`src/rtl/scan_pkg.sv`:
```
// Shared types and defaults for the scan chain driver.
package scan_pkg;

    localparam int DEFAULT_CHAIN_LEN = 8;

    typedef enum logic [1:0] {
        IDLE    = 2'd0,
        SHIFT   = 2'd1,
        CAPTURE = 2'd2,
        RESP    = 2'd3
    } state_t;

endpackage

```
`src/rtl/scan_shift_reg.sv`:
```
// Parallel-load shift register: MSB shifts out, serial input enters at the LSB.
module scan_shift_reg
    import scan_pkg::*;
#(
    parameter int WIDTH = DEFAULT_CHAIN_LEN
) (
    input  logic             clk,
    input  logic             rst,
    input  logic             load,
    input  logic             shift,
    input  logic             sin,
    input  logic [WIDTH-1:0] din,
    output logic [WIDTH-1:0] q
);

    always_ff @(posedge clk) begin
        if (rst)
            q <= '0;
        else if (load)
            q <= din;
        else if (shift)
            q <= {q[WIDTH-2:0], sin};
    end

endmodule

```
`src/rtl/scan_chain_driver.sv`:
```
// Tester-side scan chain master: shifts a pattern in MSB first while unloading
// the previous chain contents, with an optional single capture cycle.
//
// state   | meaning
// IDLE    | waiting for start; chain clock gated off
// SHIFT   | CHAIN_LEN cycles with SE=1, CKE=1
// CAPTURE | one functional clock (SE=0, CKE=1)
// RESP    | response held until resp_ready
module scan_chain_driver
    import scan_pkg::*;
#(
    parameter int CHAIN_LEN = DEFAULT_CHAIN_LEN
) (
    input  logic                 CK,
    input  logic                 RST,
    input  logic                 start,
    input  logic [CHAIN_LEN-1:0] pat_in,
    input  logic                 cap_en,
    output logic                 busy,
    output logic [CHAIN_LEN-1:0] resp_data,
    output logic                 resp_valid,
    input  logic                 resp_ready,
    output logic                 SE,
    output logic                 SI,
    output logic                 CKE,
    input  logic                 SO
);

    localparam int CNT_W = $clog2(CHAIN_LEN);
    localparam logic [CNT_W-1:0] LAST_CNT = CNT_W'(CHAIN_LEN - 1);

    state_t               state;
    logic [CNT_W-1:0]     cnt;
    logic                 cap_q;
    logic                 stim_load;
    logic                 chain_shift;
    logic [CHAIN_LEN-1:0] stim_q;
    logic [CHAIN_LEN-2:0] stim_rest_unused;
    logic [CHAIN_LEN-1:0] resp_q;
    logic [CHAIN_LEN-1:0] resp_next;

    assign stim_load   = (state == IDLE) && start;
    assign chain_shift = (state == SHIFT);
    assign resp_next   = {resp_q[CHAIN_LEN-2:0], SO};

    // The stimulus register shifts in zeros, so its MSB is exactly SI:
    // pattern bits during SHIFT and 0 everywhere else.
    assign {SI, stim_rest_unused} = stim_q;

    scan_shift_reg #(.WIDTH(CHAIN_LEN)) u_stim (
        .clk   (CK),
        .rst   (RST),
        .load  (stim_load),
        .shift (chain_shift),
        .sin   (1'b0),
        .din   (pat_in),
        .q     (stim_q)
    );

    scan_shift_reg #(.WIDTH(CHAIN_LEN)) u_resp (
        .clk   (CK),
        .rst   (RST),
        .load  (1'b0),
        .shift (chain_shift),
        .sin   (SO),
        .din   ('0),
        .q     (resp_q)
    );

    always_ff @(posedge CK) begin
        if (RST) begin
            state      <= IDLE;
            cnt        <= '0;
            cap_q      <= 1'b0;
            SE         <= 1'b0;
            CKE        <= 1'b0;
            busy       <= 1'b0;
            resp_valid <= 1'b0;
            resp_data  <= '0;
        end else begin
            case (state)
                IDLE: begin
                    if (start) begin
                        state <= SHIFT;
                        cap_q <= cap_en;
                        cnt   <= '0;
                        SE    <= 1'b1;
                        CKE   <= 1'b1;
                        busy  <= 1'b1;
                    end
                end
                SHIFT: begin
                    if (cnt == LAST_CNT) begin
                        cnt <= '0;
                        SE  <= 1'b0;
                        if (cap_q) begin
                            state <= CAPTURE;
                        end else begin
                            // Last SO bit arrives on this same edge.
                            state      <= RESP;
                            CKE        <= 1'b0;
                            busy       <= 1'b0;
                            resp_valid <= 1'b1;
                            resp_data  <= resp_next;
                        end
                    end else begin
                        cnt <= cnt + 1'b1;
                    end
                end
                CAPTURE: begin
                    state      <= RESP;
                    CKE        <= 1'b0;
                    busy       <= 1'b0;
                    resp_valid <= 1'b1;
                    resp_data  <= resp_q;
                end
                RESP: begin
                    if (resp_ready) begin
                        state      <= IDLE;
                        resp_valid <= 1'b0;
                    end
                end
                default: state <= IDLE;
            endcase
        end
    end

endmodule

```
`config.mk`:
```
export PLATFORM = sky130hd
export DESIGN_NAME = scan_chain_driver
export DESIGN_NICKNAME = d
export VERILOG_FILES = /design/src/rtl/scan_pkg.sv /design/src/rtl/scan_shift_reg.sv /design/src/rtl/scan_chain_driver.sv
export SDC_FILE = /design/constraint.sdc
export NUM_CORES = 1
export LEC_CHECK = 0
export BUFFER_PORTS_ARGS = -buffer_cell sky130_fd_sc_hd__buf_4
export CAP_MARGIN = 0
export CORE_ASPECT_RATIO = 1.1
export CORE_MARGIN = 2
export CORE_UTILIZATION = 50
export CTS_CLUSTER_DIAMETER = 120
export DETAILED_ROUTE_END_ITERATION = 6
export PLACE_DENSITY = 0.72
export SETUP_SLACK_MARGIN = 0.3
export SYNTH_ARGS = -nofsm -noshare
export SYNTH_HDL_FRONTEND = slang
export SYNTH_SLANG_ARGS = --single-unit
```
`constraint.sdc`:
```
create_clock -name CK -period 1.8 [get_ports CK]
set_input_delay 0.18 -clock CK [delete_from_list [all_inputs] [get_ports CK]]
set_output_delay 0.18 -clock CK [all_outputs]
set_load 0.005 [all_outputs]
```
==> results of run 1 <==
## cells by family after synthesis
| logic type | Yosys count | synth area share |
|---|---|---|
| AOI/OAI and AO/OA | 39 | 0.192 |
| adders and majority gates | 9 | 0.0704 |
| muxes | 25 | 0.160 |
| and+or+nand+nor | 36 | 0.106 |
| DFF | 33 | 0.413 |
| buffers and inverters | 17 | 0.0579 |
## metal layers
metal	wire length, um	track usage	up-vias
met2	1760	0.349	26
met3	126	0.0554	6
li1	-	-	640
met5	0	0	-
met4	51	0.0727	0
met1	1360	0.223	596
## registers in the layout, summed over array words and instances, names as in the netlist
signal      count
CKE             1
u_resp.q        8
state           2
cap_q           1
SE              1
resp_valid      1
u_stim.q        8
cnt             3
resp_data       8
## Yosys cell counts
cell type	number
a41oi_1	1
nor2_1	20
nand2_1	3
o21ai_0	1
nand3b_1	1
a211oi_2	8
and2_4	1
buf_2	2
buf_4	1
a41o_1	1
mux2_4	1
and4_1	1
a211oi_1	8
clkbuf_1	7
a221oi_1	1
nor2b_1	1
dfxtp_1	33
inv_1	3
nand4_1	1
nand2b_1	3
and3_1	1
a31o_2	1
ha_1	9
a21oi_1	13
buf_6	3
a31oi_1	1
o2111ai_1	1
mux2i_1	24
or3_1	1
a32oi_1	3
nor3_1	1
nand3_1	2
buf_1	1
## repair_timing
item / in CTS / in global routing
cloned: 1 / 0
buffers inserted: 7 / 0
pin swaps: 1 / 1
gates resized for setup: 6 / 7
setup endpoints to repair: 14 / 18
## area by class of cell
type	count	area, sq um	share of cell area
Clock buffer	8	80.1	0.0402
Inverter	3	16.3	0.00816
Multi-Input combinational cell	110	931	0.467
Sequential cell	33	669	0.336
Tap cell	34	42.5	0.0213
Timing Repair Buffer	34	255	0.128
## power by group
part	switching (uW)	internal, uW	leakage (uW)	total (uW)
combinational	701	725	0.000449	1430
sequential	147	936	0.000271	1080
clock	244	276	0.0000437	520
## how the worst max path moves through the flow
stage	from	endpoint	slack, ns	cells after the start
after floorplan	state[0]	resp_data[3]	0.29	7
after global placement	cnt[0]	state[0]	0.27	5
after detailed placement	cnt[0]	state[0]	0.21	5
after CTS	state[0]	u_stim.q[3]	0.28	5
after global routing	state[1]	resp_data[3]	0.28	5
final	state[1]	SE	0.35	6
## worst reg2reg max path, stage by stage, from the launching register on
cell	delay (ns)
dfxtp_4	0.40
inv_4	0.06
ha_4	0.19
buf_4	0.16
nor2b_1	0.13
or3_1	0.35
a21oi_2	0.11
## metrics by stage
stage,utilization,power (uW),instances
5_1_grt,0.654,3240,222
3_5_place_dp,0.591,2330,206
2_1_floorplan,-,2020,159
3_3_place_gp,0.591,2280,206
4_1_cts,0.646,2970,222
6_report,0.654,3030,222
==> flow_summary.ini, run 1 <==
[sta]
finalMaxSlewViolations = 0
hold_viol_final = 0
whs_ns = 0.0923
setup_viol = 0
final.setup.tns_ns = 0
post-route-period-util = 0.808
rsz0062_at_grt = true
setup_slack_ns = 0.346
max_freq_mhz = 688
period_needed_ns = 1.45
tightest_slew_ns = 0.383
clock_skew_ns = 0.00709
slew-limit-headroom = 0.745

[route]
wire_per_inst_um = 14.8
drc_errors = 0
drt_iter0_drc = 51
vias = 1268
wl_um = 3290
ant_nets = 0
first_pass_iters = 4
vias_per_cell = 5.71

[final_layout]
final_cell_mix = buf_4 (34), dfxtp_1 (30), mux2i_1 (23)
area_growth_pct = 24.7
final_common_cell = buf_4
fillCellCount = 242
diodes = 0
drive_gt1_frac = 0.367
final_area_sq_um = 1990
final_nets = 210

[floorplan]
start_util = 0.525
ios = 27
dieHeight_um = 63.3
core_area_sq_um = 3050
die_w_um = 57.9
die_area_sq_um = 3670
num_rows = 21

[global_route]
grt_antenna_before_repair = 0
grt_pass1_vias = 1262
overflow = 0
grt_max_degree = 34
grt_util_all_layers = 0.198
grt_pass1_wl_um = 5620

[min_path]
holdCritStartpoint = SO
min_to = u_resp.q[0]
hold_class = in2reg
min_path_cells = 3

[critical_path]
path_buf_inv = 2
r2r_cells = 6
cp_slowest_stage_delay_ns = 0.40
cp-end-kind = flop
cpMaxStageDelayCell = dfxtp_4
cp_cell_sequence = inv_4, ha_4, buf_4, nor2b_1, or3_1, a21oi_2
r2r-end = SE
reg2reg_from = state[1]
r2r_setup_slack_ns = 0.35
cpLargestDelayFamily = simple AND/OR/NAND/NOR gates
critical_path_peak_fanout = 5
crit_required_ns = 2.08
start_kind = flop
critical_path_class = reg2reg
critical_path_arrival_ns = 1.73

[clock_tree]
clk_latency_ns = 0.33
postCtsHoldBufs = 0
cts_tree = done
cts_max_level = 2
clockBufferDepth = 2
clockRootBuffer = clkbuf_4
cts_buffers = 5
cts.sinks = 33
clkTransAtPathRegs_ns = 0.10

[pwr]
power.density_nw_per_um2 = 1520
p_leak_uw = 0.000764
ir_drop_mv = 0.985

[place]
gp_congestion = 0.819
io_buffers = 26
dpl_worst_slack_ns = 0.214
dpl_cell_area_sq_um = 1800
place_hpwl_um = 2190

[yosys]
avgSynthCellArea_sq_um = 10.1
synthTopCellsByArea = dfxtp_1 (41%), mux2i_1 (15%), ha_1 (7.0%), a211oi_2 (6.3%), nor2_1 (4.7%)
yosysWarnings = 0
yosysUniqueCellTypes = 33
synth_top_area_frac = 0.413
synthCells = 159
yosysSeqAreaShare = 0.413
netlist_area_sq_um = 1600
yosysTopAreaCell = dfxtp_1
synth_fp_nets = 182
ys_seq_elements = 33

[outcome]
status = finished clean

[run]
cap_violations = 0
Note: power is estimated with default switching activity, not from simulation.
==> inputs of run 2 (changes only) <==
--- a/config.mk
+++ b/config.mk
@@ -5,6 +5,7 @@
 export SDC_FILE = /design/constraint.sdc
 export NUM_CORES = 1
 export LEC_CHECK = 0
+export ABC_AREA = 1
 export BUFFER_PORTS_ARGS = -buffer_cell sky130_fd_sc_hd__buf_4
 export CAP_MARGIN = 0
 export CORE_ASPECT_RATIO = 1.1
==> constraint.sdc (replaced) <==
create_clock -name CK -period 1.4 [get_ports CK]
set_input_delay 0.14 -clock CK [delete_from_list [all_inputs] [get_ports CK]]
set_output_delay 0.14 -clock CK [all_outputs]
set_load 0.005 [all_outputs]
==> run 2 against run 1 <==
Synthesized area increased by 0.94%. Combinational power up 75%. Power increased by 55%. Sequential cell count stayed put. Hold slack got worse by 0.071 ns. Global-route usage rose by 1.2 points. Maximum frequency is 10% higher. Clock-buffer cell count is the same. Clock power rose by 32%. Largest cell class unchanged. Highest routed layer unchanged.
==> flow_summary.ini, run 2 <==
[outcome]
status = finished clean

[final_layout]
drive_gt1_frac = 0.385
final_cell_mix = nand2_1 (41), buf_4 (32), dfxtp_1 (29)
final_common_cell = nand2_1
final_nets = 287
area_growth_pct = 40.9
diodes = 0
top_regs = resp_data (8), u_resp.q (8), u_stim.q (8)

[yosys]
netlist_area_sq_um = 1610
ys_seq_elements = 33
ys.flop_type = dfxtp_1
synthCells = 227
synthTopCellsByArea = dfxtp_1 (41%), nand2_1 (12%), a21oi_1 (9.0%), o21ai_0 (7.1%), ha_1 (7.0%)
avgSynthCellArea_sq_um = 7.11
synth_common_cells = nand2_1 (51), dfxtp_1 (33), a21oi_1 (29), inv_1 (29), o21ai_0 (23)
yosysWarnings = 0
synth.most_common_cell = nand2_1
synth_edf_count = 0
synth_fp_nets = 250
yosysTopAreaCell = dfxtp_1
yosysSeqAreaShare = 0.409
async_flop_share = 0
yosysUniqueCellTypes = 20
synth_top_area_frac = 0.409

[critical_path]
reg2reg_from = state[0]
critical_path_arrival_ns = 1.55
r2r-end = cnt[1]
cp_slowest_stage_delay_ns = 0.45
endpoint = cnt[1]
start_kind = flop
r2r_setup_slack_ns = 0.08
critical_path_class = reg2reg
crit_required_ns = 1.64
cpLargestDelayFamily = flip-flops
critical_path_peak_fanout = 7
crit_cells = 7
cp-end-kind = flop
path_buf_inv = 3
cpMaxStageDelayCell = dfxtp_4
crit_start = state[0]
r2r_cells = 7
cp_cell_sequence = ha_4, inv_4, buf_4, o21ai_4, inv_2, nand2_1, a21oi_1

[floorplan]
start_util = 0.525
num_rows = 21
die_w_um = 58.2
ios = 27
dieHeight_um = 63.6
core_area_sq_um = 3070
die_area_sq_um = 3700

[global_route]
grt_util_all_layers = 0.210
overflow = 0
grt_pass1_wl_um = 6010
grt_pass1_vias = 1386
grt_max_degree = 20
grt_antenna_before_repair = 0

[clock_tree]
cts_tree = done
clockBufferDepth = 2
cts_buffers = 5
clk_latency_ns = 0.34
cts.sinks = 33
clkTransAtPathRegs_ns = 0.10
clockRootBuffer = clkbuf_4
cts_max_level = 2

[sta]
slew-limit-headroom = 0.753
finalMaxSlewViolations = 0
period_needed_ns = 1.32
setup_viol = 0
tightest_slew_ns = 0.370
clock_skew_ns = 0.00306
rsz0062_at_grt = true
hold_viol_final = 0
max_freq_mhz = 759
post-route-period-util = 0.940
final.setup.tns_ns = 0
setup_slack_ns = 0.0833

[route]
ant_nets = 0
vias = 1529
vias_per_cell = 5.11
wire_per_inst_um = 12.1
first_pass_iters = 4
wl_um = 3610
drc_errors = 0
drt_iter0_drc = 48

[pwr]
p_leak_uw = 0.00101
power.density_nw_per_um2 = 2070
ir_drop_mv = 1.58

[place]
io_buffers = 26
dpl_worst_slack_ns = 0.0454
gp_congestion = 0.770
place_hpwl_um = 2170

[min_path]
hold_class = in2reg
min_path_cells = 2

[run]
cap_violations = 0
==> run 2: area by class of cell <==
cell class,instances,area [sq um]
flip-flops and latches,33,671
clock buffers,8,80.1
well taps,34,42.5
multi-input cells,153,1000
repair buffers,40,347
fillers,243,800
inverters,31,134
==> run 2: metrics by stage <==
stage,area [sq um],power [uW],hold slack (ns),cells,utilization
finish,2270,4700,0.0216,299,0.740
global route,2270,5060,0.0197,299,0.740
CTS,2210,4510,0.00576,297,0.718
detailed placement,1900,3250,0.373,283,0.619
global placement,1900,3230,0.373,283,0.619
floorplan,1690,2820,0.287,227,-
==> run 2: per-layer routing <==
layer,up-vias,GRT usage,share of wire
met5,-,0,0
met4,0,0.0930,0.014
met3,6,0.0616,0.053
met2,42,0.331,0.48
li1,791,-,-
met1,690,0.262,0.45
==> run 2: what timing repair did <==
item / CTS / global route
buffers inserted: 5 / 2
pin swaps: 17 / 13
setup endpoints to repair: 33 / 32
cloned: 1 / 0
hold buffers: 0 / 0
gates resized for setup: 50 / 16
==> run 2: logic make-up (layout without fill, tap and decap cells) <==
group                    count (synthesis)  in the layout  share of synthesized area
adder cells (fa/ha/maj)                  9              9                     0.0698
AND/OR/NAND/NOR                         89             90                      0.235
AO/OA/AOI/OAI                           54             54                      0.168
flip-flops                              33             33                      0.409
buffers and inverters                   42             79                      0.118
==> run 2: worst min path at each step <==
stage,start,endpoint
3_5_place_dp,RST,state[1]
6_report,RST,state[0]
3_3_place_gp,RST,cnt[0]
2_1_floorplan,SO,u_resp.q[0]
4_1_cts,RST,cnt[0]
5_1_grt,RST,state[0]
==> run 2: where the power goes <==
part	internal, uW	switching, uW	leakage [uW]
logic	1130	1370	0.000694
registers	1270	247	0.000274
clock network	355	332	0.0000437
total	2750	1950	0.00101
==> inputs of run 3 (changes only) <==
--- a/config.mk
+++ b/config.mk
@@ -10,10 +10,10 @@
 export CAP_MARGIN = 0
 export CORE_ASPECT_RATIO = 1.1
 export CORE_MARGIN = 2
-export CORE_UTILIZATION = 50
+export CORE_UTILIZATION = 55
 export CTS_CLUSTER_DIAMETER = 120
 export DETAILED_ROUTE_END_ITERATION = 6
-export PLACE_DENSITY = 0.72
+export PLACE_DENSITY = 0.78
 export SETUP_SLACK_MARGIN = 0.3
 export SYNTH_ARGS = -nofsm -noshare
 export SYNTH_HDL_FRONTEND = slang
==> run 3 against run 2 <==
Clock skew rose by 0.0083 ns. Power fell by 4.5%. First-iteration DRC count fell by 17%. Setup slack improved by 0.024 ns. Critical endpoint is now resp_valid. Largest cell class unchanged. Via count rose by 0.65%. Maximum frequency rose by 1.9%.
==> flow_summary.ini, run 3 (same netlist as run 2, synthesis figures left out) <==
[outcome]
status = finished clean

[final_layout]
fin_cells = 299
final_cell_mix = nand2_1 (42), buf_4 (37), dfxtp_1 (29)
area_growth_pct = 35.1
final_common_cell = nand2_1
top_regs = resp_data (8), u_resp.q (8), u_stim.q (8)
final_nets = 288
fillCellCount = 190
utilization = 0.785
drive_gt1_frac = 0.342
diodes = 0

[sta]
clock_skew_ns = 0.0114
whs_ns = 0.0102
slew-limit-headroom = 0.866
period_needed_ns = 1.29
rsz0062_at_grt = true
post-route-period-util = 0.923
hold_viol_final = 0
tightest_slew_ns = 0.199
max_freq_mhz = 774
setup_viol = 0
finalMaxSlewViolations = 0
final.setup.tns_ns = 0

[place]
gp_congestion = 0.741
place_hpwl_um = 2150
placed_cells = 283
io_buffers = 26

[clock_tree]
clockBufferDepth = 2
cts_max_level = 2
clockRootBuffer = clkbuf_4
cts_tree = done
cts_buffers = 5
cts.sinks = 33
postCtsHoldBufs = 0
clkTransAtPathRegs_ns = 0.09
clk_latency_ns = 0.35

[pwr]
ir_drop_mv = 2.02
power_uw = 4490
power.density_nw_per_um2 = 2060
p_leak_uw = 0.000990

[route]
first_pass_iters = 6
vias_per_cell = 5.15
wl_um = 3620
drc_errors = 0
ant_nets = 0
wire_per_inst_um = 12.1
vias = 1539
drt_iter0_drc = 40

[critical_path]
start_kind = flop
critical_path_peak_fanout = 5
critical_path_arrival_ns = 1.57
crit_required_ns = 1.67
critical_path_class = reg2reg
cp-end-kind = flop

[run]
cap_violations = 0

[floorplan]
die_w_um = 55.7
num_rows = 20
ios = 27
dieHeight_um = 60.8
die_area_sq_um = 3380
core_area_sq_um = 2780
start_util = 0.581

[global_route]
grt_max_degree = 18
grt_antenna_before_repair = 0
grt_util_all_layers = 0.219
grt_pass1_wl_um = 5690
overflow = 0
grt_pass1_vias = 1387

[min_path]
hold_class = in2reg
## run 3: routing by layer
| metal | track usage | vias to the layer above | share of wire |
|---|---|---|---|
| li1 | - | 804 | - |
| met2 | 0.406 | 54 | 0.50 |
| met3 | 0.0704 | 11 | 0.059 |
| met5 | 0 | - | 0 |
| met4 | 0.105 | 0 | 0.019 |
| met1 | 0.229 | 670 | 0.42 |
## run 3: area by class of cell
cell class	count	area, sq um	share of cell area
clock buffers	8	80.1	0.0367
inverters	31	129	0.0591
multi-input cells	154	948	0.435
flip-flops and latches	33	671	0.308
well taps	33	41.3	0.0189
repair buffers	40	312	0.143
## run 3: worst paths after layout
kind               from         end  slack, ns  cells after the start
min reg2reg  resp_valid  resp_valid       0.46                      2
min                 RST    state[1]       0.01                      2
max reg2reg    state[1]  resp_valid       0.11                      8
max            state[1]  resp_valid       0.11                      8
## run 3: stage by stage
stage          area [sq um]  setup slack (ns)
2_1_floorplan          1690            0.0531
3_3_place_gp           1900            0.0279
3_5_place_dp           1900            0.0275
4_1_cts                2060             0.123
5_1_grt                2180            0.0289
6_report               2180             0.108
## run 3: critical path, cell delays in order (launching register included)
cell,delay [ns]
dfxtp_4,0.38
inv_6,0.05
ha_4,0.18
inv_4,0.08
nor2_4,0.04
nor2_4,0.17
buf_4,0.14
nand3_2,0.05
a21oi_1,0.12
## run 3: power breakdown
group | switching (uW) | internal, uW
logic | 1290 | 1020
clock network | 334 | 355
registers | 225 | 1270
## run 3: timing repair
action,4_1_cts,5_1_grt
pin swaps,7,9
setup buffers,3,3
resized for setup,14,26
endpoints found under the setup margin,33,33
gates cloned,2,0
